==> src/rtl/turing_pkg.sv <==
// Shared encodings for the programmable Turing machine core:
// move codes, completion status, control FSM states and rule field offsets.
package turing_pkg;

    localparam logic [1:0] MOVE_STAY = 2'b00;
    localparam logic [1:0] MOVE_R    = 2'b01;
    localparam logic [1:0] MOVE_L    = 2'b10;

    localparam logic [1:0] ST_HALT    = 2'b00;
    localparam logic [1:0] ST_LEFT    = 2'b01;
    localparam logic [1:0] ST_RIGHT   = 2'b10;
    localparam logic [1:0] ST_TIMEOUT = 2'b11;

    // Rule entry layout: {next_state, write_bit, move[1:0], halt}
    localparam int RULE_HALT = 0;
    localparam int RULE_MOVE = 1;
    localparam int RULE_WBIT = 3;
    localparam int RULE_NEXT = 4;

    typedef enum logic [1:0] {
        S_IDLE = 2'b00,
        S_RUN  = 2'b01,
        S_DONE = 2'b10
    } fsm_t;

endpackage

==> src/rtl/turing_rule_table.sv <==
// Rule register file: one write port with async clear, one combinational
// read port indexed by {state, read_symbol}.
module turing_rule_table
    import turing_pkg::*;
#(
    parameter int STATE_W = 2
) (
    input  logic               clk,
    input  logic               rst,
    input  logic               we,
    input  logic [STATE_W:0]   waddr,
    input  logic [STATE_W+3:0] wdata,
    input  logic [STATE_W:0]   raddr,
    output logic [STATE_W+3:0] rdata
);

    localparam int DEPTH = 2 ** (STATE_W + 1);

    logic [STATE_W+3:0] mem [DEPTH];

    always_ff @(posedge clk or posedge rst) begin
        if (rst) begin
            for (int i = 0; i < DEPTH; i++) begin
                mem[i] <= '0;
            end
        end else if (we) begin
            mem[waddr] <= wdata;
        end
    end

    assign rdata = mem[raddr];

endmodule

==> src/rtl/turing_engine.sv <==
// Single-tape binary Turing machine with a loadable rule table,
// start/busy/done handshake, edge-fault detection and step timeout.
module turing_engine
    import turing_pkg::*;
#(
    parameter int TAPE_LEN  = 16,
    parameter int STATE_W   = 2,
    parameter int MAX_STEPS = 255,
    parameter int HEAD_W    = $clog2(TAPE_LEN),
    parameter int STEP_W    = $clog2(MAX_STEPS + 1)
) (
    input  logic                clk,
    input  logic                rst,
    input  logic                rule_we,
    input  logic [STATE_W:0]    rule_addr,
    input  logic [STATE_W+3:0]  rule_data,
    input  logic                start,
    input  logic [TAPE_LEN-1:0] tape_in,
    input  logic [HEAD_W-1:0]   head_in,
    output logic                busy,
    output logic                done,
    output logic [1:0]          status,
    output logic [TAPE_LEN-1:0] tape_out,
    output logic [HEAD_W-1:0]   head_out,
    output logic [STATE_W-1:0]  state_out,
    output logic [STEP_W-1:0]   steps
);

    fsm_t fsm_q, fsm_d;

    logic [TAPE_LEN-1:0] tape_q;
    logic [HEAD_W-1:0]   head_q;
    logic [STATE_W-1:0]  state_q;
    logic [STEP_W-1:0]   steps_q;
    logic [1:0]          status_q;

    logic [STATE_W+3:0] rule;
    logic               sym;
    logic               r_halt;
    logic [1:0]         r_move;
    logic               r_wbit;
    logic [STATE_W-1:0] r_next;

    logic               left_fault;
    logic               right_fault;
    logic [STEP_W-1:0]  steps_inc;
    logic               launch;
    logic               step;
    logic               finish;
    logic [1:0]         fin_status;

    assign sym    = tape_q[head_q];
    assign r_halt = rule[RULE_HALT];
    assign r_move = rule[RULE_MOVE +: 2];
    assign r_wbit = rule[RULE_WBIT];
    assign r_next = rule[RULE_NEXT +: STATE_W];

    turing_rule_table #(
        .STATE_W(STATE_W)
    ) u_table (
        .clk  (clk),
        .rst  (rst),
        .we   (rule_we && (fsm_q != S_RUN)),
        .waddr(rule_addr),
        .wdata(rule_data),
        .raddr({state_q, sym}),
        .rdata(rule)
    );

    assign left_fault  = (r_move == MOVE_L) && (head_q == '0);
    assign right_fault = (r_move == MOVE_R) &&
                         (head_q == HEAD_W'(TAPE_LEN - 1));
    assign steps_inc   = steps_q + STEP_W'(1);

    always_ff @(posedge clk or posedge rst) begin
        if (rst) begin
            fsm_q <= S_IDLE;
        end else begin
            fsm_q <= fsm_d;
        end
    end

    always_comb begin
        fsm_d      = fsm_q;
        launch     = 1'b0;
        step       = 1'b0;
        finish     = 1'b0;
        fin_status = ST_HALT;
        unique case (fsm_q)
            S_IDLE, S_DONE: begin
                if (start) begin
                    launch = 1'b1;
                    fsm_d  = S_RUN;
                end
            end
            S_RUN: begin
                if (r_halt) begin
                    finish = 1'b1;
                end else begin
                    step = 1'b1;
                    // Edge faults outrank the step-limit timeout
                    if (left_fault) begin
                        finish     = 1'b1;
                        fin_status = ST_LEFT;
                    end else if (right_fault) begin
                        finish     = 1'b1;
                        fin_status = ST_RIGHT;
                    end else if (steps_inc == STEP_W'(MAX_STEPS)) begin
                        finish     = 1'b1;
                        fin_status = ST_TIMEOUT;
                    end
                end
                if (finish) begin
                    fsm_d = S_DONE;
                end
            end
            default: fsm_d = S_IDLE;
        endcase
    end

    always_ff @(posedge clk or posedge rst) begin
        if (rst) begin
            tape_q   <= '0;
            head_q   <= '0;
            state_q  <= '0;
            steps_q  <= '0;
            status_q <= ST_HALT;
        end else if (launch) begin
            tape_q   <= tape_in;
            head_q   <= head_in;
            state_q  <= '0;
            steps_q  <= '0;
            status_q <= ST_HALT;
        end else begin
            if (step) begin
                tape_q[head_q] <= r_wbit;
                state_q        <= r_next;
                steps_q        <= steps_inc;
                if (r_move == MOVE_R && !right_fault) begin
                    head_q <= head_q + HEAD_W'(1);
                end else if (r_move == MOVE_L && !left_fault) begin
                    head_q <= head_q - HEAD_W'(1);
                end
            end
            if (finish) begin
                status_q <= fin_status;
            end
        end
    end

    assign busy      = (fsm_q == S_RUN);
    assign done      = (fsm_q == S_DONE);
    assign status    = status_q;
    assign tape_out  = tape_q;
    assign head_out  = head_q;
    assign state_out = state_q;
    assign steps     = steps_q;

endmodule

==> config.mk <==
export PLATFORM = sky130hd
export DESIGN_NAME = turing_engine
export DESIGN_NICKNAME = d
export VERILOG_FILES = /design/src/rtl/turing_pkg.sv /design/src/rtl/turing_rule_table.sv /design/src/rtl/turing_engine.sv
export SDC_FILE = /design/constraint.sdc
export NUM_CORES = 1
export LEC_CHECK = 0
export BUFFER_PORTS_ARGS = -buffer_cell sky130_fd_sc_hd__buf_2
export CORE_MARGIN = 3
export CORE_UTILIZATION = 57
export DETAILED_ROUTE_END_ITERATION = 8
export PLACE_DENSITY = 0.8
export REMOVE_ABC_BUFFERS = 1
export SYNTH_ARGS = -nofsm -noshare
export SYNTH_HDL_FRONTEND = slang
export SYNTH_SLANG_ARGS = --single-unit
==> constraint.sdc <==
create_clock -name clk -period 4.7 [get_ports clk]
set_input_delay 0.47 -clock clk [delete_from_list [all_inputs] [get_ports clk]]
set_output_delay 0.47 -clock clk [all_outputs]
set_load 0.02 [all_outputs]
==> impl_results.md <==
- Outcome: finished, final reports clean
- Multi-input gate area: 2280 sq um
- Num ports: 67
- CP max stage delay: 0.77 ns
- Global-route wire length before repair: 15800 um
- Total track usage: 23.0%
- Ant diodes: 0
- Crit. End Element: flop
- Share of the yosys chip area belonging to registers: 46.0%
- Largest net degree at the start of global routing: 57
- Starting Density: 60.2%
- Clk root buf: clkbuf_8
- Via count: 3213
- Via density: 5.85
- Post-Synth Adder-Cell Area: 1.57%
- Layout fillers: 578
- Area Overhead vs Synth: 13.2%
- CTS Buf Count: 9
- Synth Warn #: 0
- CP startpoint: head_out[1]$_DFFE_PP0P_
- Critical Path RT: 4.93 ns
- Gpl congestion: 0.833
- Post-CTS setup buffer count: 0
- Leak pwr: 2.37 nW
- Bufs and invs on worst path: 1
- CP max FO: 17
- Post-synth EDFFs: 0
- Cells after DPL: 534
- Worst min path class: input pin to asynchronous set/reset pin
- Fin nets: 484
- PostCTS Resize Cnt: 0
- Relative slew margins: 31.4%
- CTS clock-pin slew for the worst setup and hold paths: 0.08 ns
- Synth Area in Compound Gates: 7.07%
- Average size of a mapped cell: 11.5 sq um
- DRT Pass-1 Iters: 4
- Per-cell routed wire length: 17.6 um
- Vias in the first global route: 3124
- Core area: 7410 sq um
- Register area: 2050 sq um
- Worst r2r src: head_out[1]$_DFFE_PP0P_
- Most frequent cells in the layout: dfrtp_1 (82), buf_2 (66), mux2_2 (51)
- Top FF cell, synth: dfrtp_1
- Most common cell after layout, fill and taps aside: dfrtp_1
- Setup violations, final: 0
- R2R depth: 12
- Post-Syn Area: 4460 sq um
- Setup Skew: 0.0103 ns
- Area leader, netlist: dfrtp_1
- Top-area cell type share of the netlist area: 46.0%
- Clk buf depth: 2
- VDD IR max: 0.000324 V
- Yosys cell types: 46
- R2r setup slk: 0.70 ns
- CTS tree: built
- CP max stage cell: dfrtp_1
- Gr ovfl total: 0
- DR DRC count: 0
- # rows: 31
- Cts hold-fix bufs: 0
- Period Utilization, post-route: 85.1%
- Main area contributors after synthesis: dfrtp_1 (46%), mux2_2 (13%), mux2i_1 (7.0%)
- Crit start category: flop
- H-tree depth: 3
- Sink Count: 82
- Seq cells post-synth: 82
- Final Non-Filler Cells: 549
- Worst-Margin Slew: 1.03 ns
- XOR/XNOR Fraction of Synth Area: 1.96%
- Max-Cap Viols: 0
- Clk Latency, worst-skew pair: 0.36 ns
- Final WL: 9670 um
- Placement Cell Area: 4830 sq um
- Arr. time, crit path: 4.23 ns
- Crit-path cells: mux4_2 -> mux2i_4 -> mux2i_1 -> o221ai_1 -> o22ai_1 -> nor3b_2 -> inv_1 -> ha_1 -> a21o_1 -> a21oi_1 -> xor2_1 -> o211ai_1
- Fmax: 250 MHz
- Power per cell area: 758 nW/um^2
- Detailed placer's ending HPWL: 6650 um
- Die Ht: 94.5 um
- Final min period: 4.00 ns
- Slew Viols, Final: 0
- Ys async rst share: 100%
- Crit path max-delay family: multiplexers
- Combinational family with the most area after synthesis: multiplexers
- Fraction of layout cells with a size suffix above 1: 34.4%
- Post-Layout Inst Area: 5050 sq um
- WP depth: 12
- Routed Antenna Nets: 0
- Die area: 8930 sq um
- Crit Reg-Reg Endpoint: head_out[3]$_DFFE_PP0P_
- 1st-iter DRT viols: 191
- Port buffer count: 66
- Syn Inst Count: 388
- Simple-gate area share of the yosys netlist: 13.3%
- RSZ-0062 raised after global routing: no
- Die X: 94.5 um
- CP endpoint: head_out[3]$_DFFE_PP0P_
- Setup_tns: 0 ns
- Fin. Hold Viols: 0
- Mux share of post-synthesis cell area: 27.0%
- Antenna violations before repair: 0
- Kind of critical path: flop to flop
-- state kept, by name, summed over array words and instances, names as in the netlist --
name         cells
u_table.mem     48
steps            8
status           2
tape_out        16
state_out        2
fsm_q            2
head_out         4
-- worst register-to-register path, delay by kind of cell (launching register included) --
family	cells	cell delay, ns
mux	3	1.28
compound gates	5	0.88
flops	1	0.77
simple gates	1	0.35
fa+ha+maj	1	0.30
buf+inv	1	0.15
xor+xnor	1	0.15
-- Yosys cell counts (2+ instances only) --
cell type,instances
nand4_1,9
or3_1,2
xor2_1,6
nand2_1,48
a31oi_1,5
nor2_1,14
mux4_2,7
nand3_1,15
dfrtp_1,82
nor2b_1,8
or3b_2,4
a211oi_2,2
nand3b_1,4
nand2b_1,3
buf_2,5
ha_1,4
o221ai_1,4
o211ai_1,3
mux4_1,4
buf_6,3
a21oi_1,6
o22ai_1,3
mux2i_4,2
o21ai_1,18
mux2_2,51
mux2i_1,31
clkbuf_1,12
xnor2_1,4
a21o_1,2
and3_1,3
inv_1,9
-- through the flow --
step,utilization [%],hold WS (ns),power (W),worst slack [ns]
after floorplan,-,0.470,0.00276,0.629
after global placement,65.2,0.479,0.00318,0.894
after detailed placement,65.2,0.491,0.00328,0.721
after CTS,68.2,0.108,0.00385,0.695
after global routing,68.2,0.129,0.00409,0.429
final,68.2,0.0982,0.00383,0.699
-- worst min-delay path by stage --
stage | to | cells after the start | from
floorplan | u_table.mem[15]$_DFFE_PP0P_ | 1 | u_table.mem[15]$_DFFE_PP0P_
global placement | u_table.mem[16]$_DFFE_PP0P_ | 1 | u_table.mem[16]$_DFFE_PP0P_
detailed placement | u_table.mem[34]$_DFFE_PP0P_ | 1 | u_table.mem[34]$_DFFE_PP0P_
CTS | fsm_q[1]$_DFFE_PP0P_ | 2 | rst
global route | fsm_q[0]$_DFFE_PP0P_ | 2 | rst
finish | steps[0]$_DFFE_PP0P_ | 2 | rst
-- final cells by class --
cell class                 instances  area share (%)
inverter                           9           0.694
tap                               99            2.45
multi-input combinational        276            45.1
timing repair buffer              68            6.84
sequential                        82            40.6
clock buffer                      11            2.80
clock inverter                     4            1.51
-- power breakdown --
| group | internal [W] | switching, W |
|---|---|---|
| Sequential | 0.00102 | 0.000327 |
| Clock | 0.000312 | 0.000251 |
| Combinational | 0.000917 | 0.00100 |
| Total | 0.00225 | 0.00158 |
-- layer usage --
metal / up-vias / track usage, % / routed length, um
met5: - / 0 / 0
met4: 0 / 6.97 / 142
met3: 11 / 4.38 / 605
met2: 87 / 38.4 / 4730
met1: 1589 / 30.8 / 4200
li1: 1526 / - / -
-- cell families (layout without fill, tap and decap cells) --
group | after synthesis | in the layout
AO/OA/AOI/OAI | 47 | 47
buffers and inverters | 30 | 92
XOR/XNOR | 10 | 10
multiplexers | 96 | 96
flip-flops | 82 | 82
adder cells (fa/ha/maj) | 5 | 5
AND/OR/NAND/NOR | 118 | 118
(Power assumes the default switching activity.)
